## src/rtl/cpu_defs.sv

```systemverilog
// Shared definitions for the fetch front end.
// NOP encoding, IF state enum and default reset PC.
package cpu_defs;

  localparam logic [31:0] INST_NOP     = 32'h0000_0013;
  localparam logic [31:0] RESET_PC_DEF = 32'h0000_0000;

  typedef enum logic {
    IF_BOOT = 1'b0,
    IF_RUN  = 1'b1
  } if_state_e;

endpackage

```

## src/rtl/if_stage_if.sv

```systemverilog
// Instruction ROM bus between IF and a synchronous-read ROM.
// master: drives word address, receives data one cycle later.
interface if_stage_if #(
  parameter int ADDR_W = 14
);

  logic [ADDR_W-1:0] irom_addr;
  logic [31:0]       irom_inst;

  modport master (
    output irom_addr,
    input  irom_inst
  );

  modport slave (
    input  irom_addr,
    output irom_inst
  );

endinterface

```

## src/rtl/perf_counter.sv

```systemverilog
// Saturating event counter, synchronous active-high reset.
// Ports: clk, rst_n (1 = reset), inc, count.
module perf_counter #(
  parameter int CNT_W = 32
) (
  input  logic             clk,
  input  logic             rst_n,
  input  logic             inc,
  output logic [CNT_W-1:0] count
);

  always_ff @(posedge clk) begin
    if (rst_n) begin
      count <= '0;
    end else if (inc && (count != '1)) begin
      count <= count + 1'b1;
    end
  end

endmodule

```

## src/rtl/if_stage.sv

```systemverilog
// Instruction fetch stage with IF/ID register and debug counters.
// Ports: clk, rst_n (active-high sync), stop/flush/target from ID,
// irom (ROM bus master), if_id_* to ID, cnt_* perf counters.
module if_stage
  import cpu_defs::*;
#(
  parameter logic [31:0] RESET_PC   = RESET_PC_DEF,
  parameter int          ADDR_W     = 14,
  parameter int          BOOT_DELAY = 2,
  parameter int          CNT_W      = 32
) (
  input  logic             clk,
  input  logic             rst_n,
  input  logic             pipeline_stop,
  input  logic             pipeline_flush,
  input  logic [31:0]      jump_target,
  if_stage_if.master       irom,
  output logic [31:0]      if_id_pc,
  output logic [31:0]      if_id_pc4,
  output logic [31:0]      if_id_inst,
  output logic             if_id_valid,
  output logic [CNT_W-1:0] cnt_fetch,
  output logic [CNT_W-1:0] cnt_stall,
  output logic [CNT_W-1:0] cnt_flush
);

  localparam int BW = $clog2(BOOT_DELAY + 1);

  if_state_e   state_q, state_d;
  logic [BW-1:0] boot_q, boot_d;
  logic [31:0] pc_q, npc;
  logic [ADDR_W-1:0] addr_c;

  logic [31:0] id_pc_d, id_pc4_d, id_inst_d;
  logic        id_valid_d;

  logic inc_fetch, inc_stall, inc_flush;

  // Target low bits are forced to zero, never consumed.
  logic unused_tgt;
  assign unused_tgt = ^jump_target[1:0];

  always_ff @(posedge clk) begin
    if (rst_n) begin
      state_q     <= IF_BOOT;
      boot_q      <= '0;
      pc_q        <= RESET_PC;
      if_id_pc    <= '0;
      if_id_pc4   <= 32'h4;
      if_id_inst  <= INST_NOP;
      if_id_valid <= 1'b0;
    end else begin
      state_q     <= state_d;
      boot_q      <= boot_d;
      pc_q        <= npc;
      if_id_pc    <= id_pc_d;
      if_id_pc4   <= id_pc4_d;
      if_id_inst  <= id_inst_d;
      if_id_valid <= id_valid_d;
    end
  end

  always_comb begin
    state_d    = state_q;
    boot_d     = boot_q;
    npc        = pc_q;
    addr_c     = RESET_PC[ADDR_W+1:2];
    id_pc_d    = if_id_pc;
    id_pc4_d   = if_id_pc4;
    id_inst_d  = if_id_inst;
    id_valid_d = if_id_valid;
    inc_fetch  = 1'b0;
    inc_stall  = 1'b0;
    inc_flush  = 1'b0;

    unique case (state_q)
      IF_BOOT: begin
        boot_d     = boot_q + 1'b1;
        id_inst_d  = INST_NOP;
        id_valid_d = 1'b0;
        if (boot_q == BW'(BOOT_DELAY - 1)) begin
          state_d = IF_RUN;
        end
      end
      IF_RUN: begin
        // ROM data at this cycle belongs to pc_q; addr
        // follows npc so the next word is ready on time.
        unique case (1'b1)
          pipeline_flush: begin
            npc        = {jump_target[31:2], 2'b00};
            id_inst_d  = INST_NOP;
            id_valid_d = 1'b0;
            inc_flush  = 1'b1;
          end
          (pipeline_stop && !pipeline_flush): begin
            npc       = pc_q;
            inc_stall = 1'b1;
          end
          default: begin
            npc        = pc_q + 32'd4;
            id_pc_d    = pc_q;
            id_pc4_d   = pc_q + 32'd4;
            id_inst_d  = irom.irom_inst;
            id_valid_d = 1'b1;
            inc_fetch  = 1'b1;
          end
        endcase
        addr_c = npc[ADDR_W+1:2];
      end
      default: begin
        state_d = IF_BOOT;
      end
    endcase
  end

  assign irom.irom_addr = addr_c;

  perf_counter #(.CNT_W(CNT_W)) u_cnt_fetch (
    .clk   (clk),
    .rst_n (rst_n),
    .inc   (inc_fetch),
    .count (cnt_fetch)
  );

  perf_counter #(.CNT_W(CNT_W)) u_cnt_stall (
    .clk   (clk),
    .rst_n (rst_n),
    .inc   (inc_stall),
    .count (cnt_stall)
  );

  perf_counter #(.CNT_W(CNT_W)) u_cnt_flush (
    .clk   (clk),
    .rst_n (rst_n),
    .inc   (inc_flush),
    .count (cnt_flush)
  );

endmodule

```

## src/flat_wrapper.sv

```systemverilog
// flat-port wrapper written by rule: the top's interface ports become plain ports
module if_stage_flat import cpu_defs::*;
#(
  parameter logic [31:0] RESET_PC   = RESET_PC_DEF,
  parameter int          ADDR_W     = 14,
  parameter int          BOOT_DELAY = 2,
  parameter int          CNT_W      = 32
)
  (clk, rst_n, pipeline_stop, pipeline_flush, jump_target, if_id_pc, if_id_pc4, if_id_inst, if_id_valid, cnt_fetch, cnt_stall, cnt_flush, irom_irom_addr, irom_irom_inst);
  if_stage_if #(.ADDR_W(ADDR_W)) irom_i ();
  input  logic clk;
  input  logic rst_n;
  input  logic pipeline_stop;
  input  logic pipeline_flush;
  input  logic [31:0] jump_target;
  output logic [31:0] if_id_pc;
  output logic [31:0] if_id_pc4;
  output logic [31:0] if_id_inst;
  output logic if_id_valid;
  output logic [CNT_W-1:0] cnt_fetch;
  output logic [CNT_W-1:0] cnt_stall;
  output logic [CNT_W-1:0] cnt_flush;
  output wire logic [$bits(irom_i.irom_addr)-1:0] irom_irom_addr;
  input wire logic [$bits(irom_i.irom_inst)-1:0] irom_irom_inst;
  assign irom_irom_addr = irom_i.irom_addr;
  assign irom_i.irom_inst = irom_irom_inst;
  if_stage #(.RESET_PC(RESET_PC), .ADDR_W(ADDR_W), .BOOT_DELAY(BOOT_DELAY), .CNT_W(CNT_W)) u_core (.clk(clk), .rst_n(rst_n), .pipeline_stop(pipeline_stop), .pipeline_flush(pipeline_flush), .jump_target(jump_target), .irom(irom_i), .if_id_pc(if_id_pc), .if_id_pc4(if_id_pc4), .if_id_inst(if_id_inst), .if_id_valid(if_id_valid), .cnt_fetch(cnt_fetch), .cnt_stall(cnt_stall), .cnt_flush(cnt_flush));
endmodule
```

## config.mk

```make
export PLATFORM = sky130hd
export DESIGN_NAME = if_stage_flat
export DESIGN_NICKNAME = d
export VERILOG_FILES = /design/src/rtl/cpu_defs.sv /design/src/rtl/if_stage_if.sv /design/src/rtl/perf_counter.sv /design/src/rtl/if_stage.sv /design/src/flat_wrapper.sv
export SDC_FILE = /design/constraint.sdc
export NUM_CORES = 1
export LEC_CHECK = 0
export ABC_CLOCK_PERIOD_IN_PS = 3100
export CORE_MARGIN = 1.5
export CORE_UTILIZATION = 45
export CTS_CLUSTER_DIAMETER = 60
export DETAILED_ROUTE_END_ITERATION = 10
export PLACE_DENSITY = 0.75
export SKIP_LAST_GASP = 1
export SLEW_MARGIN = 20
export SYNTH_ARGS = -nofsm -noshare
export SYNTH_HDL_FRONTEND = slang
export SYNTH_SLANG_ARGS = --single-unit
```

## constraint.sdc

```tcl
create_clock -name clk -period 3.1 [get_ports clk]
set_input_delay 0.62 -clock clk [delete_from_list [all_inputs] [get_ports clk]]
set_output_delay 0.62 -clock clk [all_outputs]
set_load 0.05 [all_outputs]
```

==> summary.txt, run 1 <==
Run status
  • Status: completed

Finish
  • FILL cells: about 2000
  • Area Overhead vs Synth: 39.28%
  • Nets: between 1500 and 2000
  • Multi-input gate area: approximately 5700 um^2
  • Commonest non-fill, non-tap cell in the layout: clkdlybuf4s50_1
  • Register area: approximately 4500 um^2
  • Proportion of layout cells with a drive suffix above 1: 0.09539
  • Fin area: about 15000 um^2
  • Most frequent cells in the layout: clkdlybuf4s50_1, dfxtp_1, nor2_1, nand2_1, a21oi_1

Clock tree
  • H-Tree Level Count: 1
  • Worst-path clk slew: around 0.06 ns
  • Clk root buf: clkbuf_16
  • Latest clock arrival within the worst-skew pair: 0.52 ns
  • Clock buffer depth: 3
  • Num CTS Buffers: 26
  • CTS sink cnt: between 200 and 250
  • CTS tree: built
  • CTS Hold Buffers Added: 0

Critical path
  • Critical path's slowest cell: or3_4
  • Crit path kind: flop to primary output
  • CP Max Fanout: 9
  • Crit path required time: 2.48 ns
  • CP Capture Type: primary output
  • R2r setup slk: 0.45 ns
  • CP startpoint kind: flop
  • Worst-path cell chain: buf_4, nand4_1, or2_4, or3_4, xor2_1, a21oi_2, buf_12
  • CP arrival: between 2 and 2.5 ns
  • Largest stage delay, worst path: ~0.4 ns

Pwr
  • Pwr/cell area: roughly 500 nW/um^2
  • Pleak: 4.799 nW
  • Overall power: roughly 7.5 mW
  • Max VDD drop: 433.6 uV

Yosys
  • EDFF count, synth: 0
  • Flops & latches, synth: 222
  • Mapped Avg Cell Area: 8.106 um^2
  • Netlist cell types: 69
  • Mapped cell area: 10640 um^2
  • Async set-reset flop share out of synthesis: 0
  • Yosys warning total: 0
  • Mapped Cells: around 1300
  • Ys flop type: dfxtp_1
  • Sequential-to-total area share from yosys stat: 0.4176

Routing
  • Pre-antenna DRT Iters: 6
  • Total Routed Length: around 31000 um
  • Routed via count: around 11000
  • DRC: 0
  • Routed vias/inst: about 5.6
  • Antenna viol nets, final: 0
  • WL/cell: around 16 um
  • First DRT Iteration DRCs: ~640

Global route
  • Initial antenna violation count: 1
  • First-pass GRT wire length: approximately 50000 um
  • Number of global-route vias before repair: roughly 9800
  • Gr usage total: 0.2460
  • Largest net degree at the start of global routing: around 110
  • GRT overflow: 0

Place
  • Final HPWL DP: 21810 um
  • DP Area: approximately 14000 um^2
  • Gpl congestion: 0.8611
  • # port buffers: 268

Timing
  • Final hold violations: 0
  • Final critical-path share of the clock period: 0.9924
  • Fin. max-slew vios: 0
  • Hold slack: about 0.45 ns
  • Worst-margin pin slew: between 0.8 and 0.9 ns
  • RSZ-0062 raised after global routing: yes
  • Highest clock rate: between 300 and 400 MHz
  • Period minus WS final: 3.076 ns
  • Slew headroom: 0.4209
  • Worst Skew: 0.009779 ns
  • Final setup vio count: 0

Die
  • Die Height: roughly 160 um
  • Std-Cell Core Area: ~23000 um^2
  • DIE WIDTH: ~160 um
  • Row Count: 56
  • Die area: 24580 um^2
  • IO Pins: 275
  • Initial Util: 0.4561

Min path
  • Worst hold-check path type: flop to flop

Flow run
  • Max-cap violation count: 0
-- flip-flops by register name, indices dropped and copies added, names as in the netlist --
register                  flops
u_core.if_id_inst            32
u_core.boot_q                 2
u_core.u_cnt_flush.count     32
u_core.state_q                1
u_core.u_cnt_fetch.count     32
u_core.u_cnt_stall.count     32
u_core.if_id_pc4             30
u_core.if_id_valid            1
u_core.pc_q                  30
u_core.if_id_pc              30
-- stage by stage --
stage	cells	util	setup TNS [ns]	setup WS (ns)
after floorplan	1316	-	0	0.03814
after global placement	1851	0.5941	0	0.1378
after detailed placement	1851	0.5941	0	0.1189
after CTS	1898	0.6332	-0.03527	-0.02847
after global routing	1903	0.6353	-0.1250	-0.06031
final	1903	0.6353	0	0.02365
-- cell families after synthesis --
family                   synth area share
flip-flops                         0.4176
AO/OA/AOI/OAI                      0.1930
XOR/XNOR                          0.06008
other                           0.0003524
AND/OR/NAND/NOR                    0.2599
adder cells (fa/ha/maj)          0.005878
buffers and inverters             0.05055
multiplexers                      0.01258
-- layout make-up --
class	count	share of cell area
antenna	1	0.0001688
clock buffer	37	0.05149
clock inverter	10	0.008103
inverter	24	0.006077
multi-input combinational	965	0.3862
sequential	222	0.3003
tap	319	0.02693
timing repair buffer	325	0.2207
-- timing repair --
action / in CTS / in global routing
setup endpoints to repair: 4 / 6
setup buffers: 0 / 4
endpoints found under the hold margin: 0 / 0
gates resized for setup: 9 / 5
pin swaps: 0 / 2
-- power breakdown --
| part | switching (mW) | total [mW] | internal (mW) |
|---|---|---|---|
| Sequential | 0.122 | 3.09 | 2.97 |
| Clock | 1.23 | 3.12 | 1.89 |
| Combinational | 0.778 | 1.28 | 0.506 |
| Total | 2.13 | 7.49 | 5.36 |
-- metal layers --
| layer | share of wire | GRT usage | routed length (um) | vias up |
|---|---|---|---|---|
| li1 | - | - | - | 5255 |
| met1 | 0.43 | 0.3119 | 13400 | 4973 |
| met2 | 0.47 | 0.4056 | 14690 | 351 |
| met3 | 0.065 | 0.04791 | 2040 | 74 |
| met4 | 0.037 | 0.1066 | 1152 | 0 |
| met5 | 0 | 0 | 0 | - |
-- synthesized netlist by cell type (15+ instances only) --
cell type  count  area (um^2)
nand4_1       43        269.0
or3_1         58        362.9
o21ai_0       69        345.3
a211oi_1      39        292.8
xor2_1        20        175.2
clkbuf_1      77        289.0
nor4_1        20        125.1
and3_1        15        93.84
dfxtp_1      222         4444
a22oi_1       42        315.3
nor2_1       146        548.0
inv_1         24        90.09
or4_1         19        142.6
nand3_1       45        225.2
a21oi_1      108        540.5
xnor2_1       53        464.2
nor3_1        15        75.07
nand2_1      121        454.2
-- path summary, 6_finish.rpt --
kind | startpoint | to | cells past startpoint
worst min-delay path | u_core.if_id_pc[5] | u_core.if_id_pc[5] | 2
worst max register to register | u_core.u_cnt_fetch.count[9] | u_core.u_cnt_fetch.count[17] | 5
worst max-delay path | u_core.pc_q[2] | irom_irom_addr[13] | 7
worst min register to register | u_core.if_id_pc[5] | u_core.if_id_pc[5] | 2
-- critical path, delay by kind of cell, from the launching register on --
kind | cells | cell delay [ns]
flops | 1 | 0.35
buf+inv | 2 | 0.32
simple gates | 3 | 0.89
xor+xnor | 1 | 0.16
compound gates | 1 | 0.20
No activity file was read; power rests on OpenSTA's default activity.
==> run 2, diff against run 1 <==
--- a/config.mk
+++ b/config.mk
@@ -5,12 +5,12 @@
 export SDC_FILE = /design/constraint.sdc
 export NUM_CORES = 1
 export LEC_CHECK = 0
-export ABC_CLOCK_PERIOD_IN_PS = 3100
+export ABC_CLOCK_PERIOD_IN_PS = 2580
 export CORE_MARGIN = 1.5
 export CORE_UTILIZATION = 45
 export CTS_CLUSTER_DIAMETER = 60
 export DETAILED_ROUTE_END_ITERATION = 10
-export PLACE_DENSITY = 0.75
+export PLACE_DENSITY = 0.78
 export SKIP_LAST_GASP = 1
 export SLEW_MARGIN = 20
 export SYNTH_ARGS = -nofsm -noshare
==> constraint.sdc (replaced) <==
create_clock -name clk -period 2.58 [get_ports clk]
set_input_delay 0.516 -clock clk [delete_from_list [all_inputs] [get_ports clk]]
set_output_delay 0.516 -clock clk [all_outputs]
set_load 0.05 [all_outputs]
==> summary.txt, run 2 (same netlist as run 1, synthesis figures left out) <==
Place
  • Gpl congestion: 0.8342
  • DP Area: around 14000 um^2
  • Final HPWL DP: 22330 um
  • # port buffers: between 200 and 300

Timing
  • Final hold violations: 0
  • Slew headroom: 0.5928
  • Highest clock rate: 360.5 MHz
  • Worst Skew: slightly below 0.008 ns
  • Final setup vio count: 8
  • Worst-margin pin slew: about 0.60 ns
  • Final critical-path share of the clock period: 1.075
  • Hold slack: roughly 0.44 ns
  • Setup WS post-layout: -0.1941 ns
  • TNS Setup: -0.7319 ns
  • Fin. max-slew vios: 0
  • Period minus WS final: 2.774 ns
  • RSZ-0062 raised after global routing: yes

Clock tree
  • Worst-path clk slew: ~0.06 ns
  • Clk root buf: clkbuf_16
  • CTS tree: built
  • CTS sink cnt: about 220
  • Clock buffer depth: 3
  • H-Tree Level Count: 1
  • Num CTS Buffers: 24
  • Latest clock arrival within the worst-skew pair: 0.51 ns
  • CTS Hold Buffers Added: 0

Routing
  • WL met2: about 16000 um
  • DR top layer: met4
  • Met3 wire len: around 2300 um
  • Routed vias/inst: around 5.7
  • WL/cell: about 17 um
  • Pre-antenna DRT Iters: 5
  • Routed via count: between 10000 and 15000
  • Met1 wire length: about 13000 um
  • First DRT Iteration DRCs: 727
  • Antenna viol nets, final: 0
  • Total Routed Length: between 30000 and 40000 um
  • DRC: 0

Global route
  • Largest net degree at the start of global routing: 74
  • GRT overflow: 0
  • Initial antenna violation count: 1
  • First-pass GRT wire length: roughly 50000 um
  • Gr usage total: 0.2544
  • Number of global-route vias before repair: between 10000 and 15000

Finish
  • Nets: 1695
  • FILL cells: between 1500 and 2000
  • Area Overhead vs Synth: 44.53%
  • Core Util, Final: 0.6593
  • Proportion of layout cells with a drive suffix above 1: 0.1394
  • Commonest non-fill, non-tap cell in the layout: clkdlybuf4s50_1
  • Most frequent cells in the layout: clkdlybuf4s50_1, dfxtp_1, nor2_1, nand2_1, buf_4
  • Multi-input gate area: 5907 um^2
  • Fin area: ~15000 um^2
  • Register area: between 4000 and 5000 um^2

Run status
  • Status: complete, but fails checks
  • Violated checks: setup timing

Die
  • Die Height: between 150 and 200 um
  • Row Count: 56
  • Die area: ~25000 um^2
  • Initial Util: 0.4561
  • IO Pins: roughly 280
  • Std-Cell Core Area: between 20000 and 25000 um^2
  • DIE WIDTH: around 160 um

Pwr
  • Pleak: around 5.1 nW
  • Pwr/cell area: between 500 and 600 nW/um^2
  • Max VDD drop: ~440 uV
  • Overall power: ~8.6 mW

Critical path
  • Largest stage delay, worst path: ~0.4 ns
  • CP Capture Type: primary output
  • Crit path required time: ~2 ns
  • Critical path's slowest cell: dfxtp_1
  • Delay-heaviest family, CP: simple AND/OR/NAND/NOR gates
  • R2r startpoint: u_core.pc_q[2]
  • CP Max Fanout: 3
  • CP arrival: 2.26 ns
  • CP startpoint kind: flop
  • Crit path kind: flop to primary output
  • Worst-path cell chain: nand4_1, or2_4, or3_4, xor2_2, a21oi_4, buf_12
  • Critical path startpoint: u_core.pc_q[5]
  • CP Buf/Inv Count: 1

Min path
  • Hold path startpoint: rst_n
  • Worst hold-check path type: input port to flop

Flow run
  • Max-cap violation count: 0
## run 2: area by class of cell
| cell class | count | share of cell area |
|---|---|---|
| Multi-Input combinational cell | 965 | 0.3840 |
| Sequential cell | 222 | 0.2897 |
| Timing Repair Buffer | 385 | 0.2459 |
| Clock buffer | 31 | 0.04539 |
| Tap cell | 319 | 0.02595 |
| Inverter | 24 | 0.005856 |
| Clock inverter | 8 | 0.003091 |
| Antenna cell | 1 | 0.0001627 |
## run 2: path summary, 6_finish.rpt
kind	to	slack [ns]	depth (start not counted)
min reg2reg	u_core.if_id_pc[3]	0.45	2
max reg2reg	u_core.pc_q[12]	-0.07	15
min	u_core.if_id_inst[21]	0.44	2
max	irom_irom_addr[13]	-0.19	6
## run 2: repair_timing
action                                 CTS  global route
buffers inserted                        19             4
resized for setup                       32            10
pin swaps                               11             7
setup endpoints to repair               13            21
gates cloned                             0             0
endpoints found under the hold margin    0             0
## run 2: per-layer routing
layer	global-route usage	vias up
li1	-	5339
met1	0.3146	5236
met2	0.4338	455
met3	0.04874	88
met4	0.1025	0
met5	0	-
## run 2: per-stage QoR
step	instances	setup WS (ns)
5_1_grt	1955	-0.2530
3_5_place_dp	1893	-0.2726
6_report	1955	-0.1941
3_3_place_gp	1893	-0.2416
2_1_floorplan	1316	-0.2190
4_1_cts	1951	-0.1643
## run 2: where the power goes
group          switching, mW  internal (mW)
Clock                   1.38           1.89
Combinational          0.993          0.665
Sequential             0.140           3.57
==> run 3, diff against run 2 <==
--- a/config.mk
+++ b/config.mk
@@ -10,9 +10,11 @@
 export CORE_UTILIZATION = 45
 export CTS_CLUSTER_DIAMETER = 60
 export DETAILED_ROUTE_END_ITERATION = 10
-export PLACE_DENSITY = 0.78
+export PLACE_DENSITY = 0.77
 export SKIP_LAST_GASP = 1
 export SLEW_MARGIN = 20
 export SYNTH_ARGS = -nofsm -noshare
 export SYNTH_HDL_FRONTEND = slang
+export SYNTH_HIERARCHICAL = 1
 export SYNTH_SLANG_ARGS = --single-unit
+export TNS_END_PERCENT = 5
==> summary.txt, run 3 <==
Run status
  • Status: complete, but fails checks
  • Violated checks: setup timing

Place
  • Gpl congestion: ~0.90
  • # port buffers: 268
  • Final HPWL DP: around 24000 um
  • DP Worst Slack: -0.3177 ns
  • Post-placement cell count: around 1900

Finish
  • Nets: ~1700
  • Commonest non-fill, non-tap cell in the layout: clkdlybuf4s50_1
  • Cell Count, Final, Fillers Out: between 1500 and 2000
  • Most frequent cells in the layout: clkdlybuf4s50_1, dfxtp_1, a21oi_1, nand2_1, nor2_1
  • Proportion of layout cells with a drive suffix above 1: 0.1418
  • Area Overhead vs Synth: 43.44%

Critical path
  • CP Buf/Inv Count: 2
  • Critical path's slowest cell: dfxtp_1
  • Largest stage delay, worst path: 0.46 ns
  • Worst-path cell chain: inv_2, or3_4, nor4_2, a21oi_1, o21ai_2, buf_12
  • CP Capture Type: primary output
  • Delay-heaviest family, CP: simple AND/OR/NAND/NOR gates
  • R2r setup slk: 0.18 ns
  • CP Max Fanout: 7
  • CP startpoint kind: flop
  • CP arrival: roughly 2.1 ns
  • Crit path required time: ~2.1 ns
  • Crit path kind: flop to primary output

Die
  • IO Pins: 275
  • Die Height: 157.7 um
  • Row Count: 56
  • DIE WIDTH: approximately 160 um
  • Initial Util: 0.4590
  • Std-Cell Core Area: ~23000 um^2
  • Die area: approximately 25000 um^2

Timing
  • Worst Skew: ~0.011 ns
  • Fin. max-slew vios: 0
  • Final critical-path share of the clock period: 1.015
  • RSZ-0062 raised after global routing: yes
  • Final hold violations: 0
  • Period minus WS final: 2.620 ns
  • Setup WS post-layout: -0.03962 ns
  • Final setup vio count: 5
  • Worst-margin pin slew: 0.6889 ns
  • Slew headroom: 0.5372
  • Highest clock rate: roughly 380 MHz

Clock tree
  • CTS sink cnt: between 200 and 250
  • Num CTS Buffers: 27
  • Clock buffer depth: 3
  • H-Tree Level Count: 1
  • Worst-path clk slew: 0.06 ns
  • Clk root buf: clkbuf_16
  • CTS tree: built
  • Latest clock arrival within the worst-skew pair: between 0.5 and 0.6 ns
  • CTS Hold Buffers Added: 0

Yosys
  • Flops & latches, synth: 222
  • Post-synth top area share: 0.4125
  • Async set-reset flop share out of synthesis: 0
  • Ys flop type: dfxtp_1
  • EDFF count, synth: 0
  • Most frequent cell after synthesis: dfxtp_1
  • Largest area contributor in the netlist: dfxtp_1
  • Mapped Cells: around 1300
  • Sequential-to-total area share from yosys stat: 0.4125
  • Yosys warning total: 6
  • Netlist cell types: 67
  • Mapped Avg Cell Area: just over 8 um^2
  • Synth top cells by count: dfxtp_1, a21oi_1, nand2_1
  • Top cells by area, synth: dfxtp_1, a21oi_1, nand2_1
  • Mapped cell area: around 11000 um^2

Routing
  • Routed via count: 11230
  • Antenna viol nets, final: 0
  • Pre-antenna DRT Iters: 7
  • First DRT Iteration DRCs: ~950
  • DRC: 0
  • Routed vias/inst: approximately 5.8
  • Total Routed Length: 33480 um
  • WL/cell: about 17 um

Pwr
  • Overall power: about 9.2 mW
  • Pleak: about 5.3 nW
  • Max VDD drop: between 400 and 500 uV
  • Pwr/cell area: 593.3 nW/um^2

Global route
  • GRT overflow: 0
  • Number of global-route vias before repair: about 10000
  • Initial antenna violation count: 3
  • Largest net degree at the start of global routing: 120
  • First-pass GRT wire length: 51340 um
  • Gr usage total: 0.2539

Flow run
  • Max-cap violation count: 0

Min path
  • Worst hold-check path type: input port to flop
-- run 3: metrics by stage --
step                TNS, ns  hold slack, ns  area (um^2)    util
floorplan           -0.7624          0.4579        10850       -
detailed placement   -8.057          0.4459        14370  0.6120
CTS                 -0.3163          0.3213        15410  0.6563
global placement     -6.577          0.4443        14370  0.6120
finish              -0.1442          0.3464        15450  0.6584
global route        -0.8395          0.3384        15450  0.6583
-- run 3: kinds of logic (layout without fill, tap and decap cells) --
logic type                 after synthesis  in the layout  share of synthesized area
other                                    1              7                  0.0003481
adders and majority gates                5              5                   0.005807
and+or+nand+nor                        531            531                     0.2644
muxes                                   18             18                    0.01742
xor gates and xnor gates                57             57                    0.04634
buffers and inverters                  121            440                    0.04889
DFF                                    222            222                     0.4125
AOI/OAI and AO/OA                      352            352                     0.2043
-- run 3: cell type report --
cell class              count  area [um^2]
diodes                      3        7.507
flip-flops and latches    222         4462
well taps                 319        399.1
clock buffers              35        745.7
repair buffers            373         3630
multi-input cells         967         5961
clock inverters            14        180.2
fillers                  1926         8018
inverters                  18        70.07
-- run 3: final timing paths --
check / from / endpoint / depth (start not counted)
worst max-delay path: u_core/pc_q[6] / irom_irom_addr[11] / 6
worst min-delay path: rst_n / u_core/u_cnt_fetch/count[16] / 2
worst max register to register: u_core/u_cnt_fetch/count[17] / u_core/u_cnt_fetch/count[21] / 6
worst min register to register: u_core/if_id_pc[18] / u_core/if_id_pc[18] / 2
-- run 3: layer usage --
layer	global-route usage	vias up	part of all wire
li1	-	5374	-
met1	0.3330	5374	0.43
met4	0.09299	2	0.028
met3	0.04900	65	0.074
met2	0.4137	416	0.47
met5	0	-	0.00033
-- run 3: where the power goes --
| group | internal (mW) | leakage [nW] | switching [mW] | total [mW] |
|---|---|---|---|---|
| registers | 3.57 | 1.80 | 0.153 | 3.72 |
| clock network | 2.43 | 0.459 | 1.48 | 3.91 |
| logic | 0.608 | 3.01 | 0.929 | 1.54 |
-- run 3: what timing repair did --
action / in CTS / in global routing
gates cloned: 0 / 0
buffers inserted: 4 / 2
pin swaps: 4 / 7
setup endpoints to repair: 11 / 10
gates resized for setup: 28 / 6
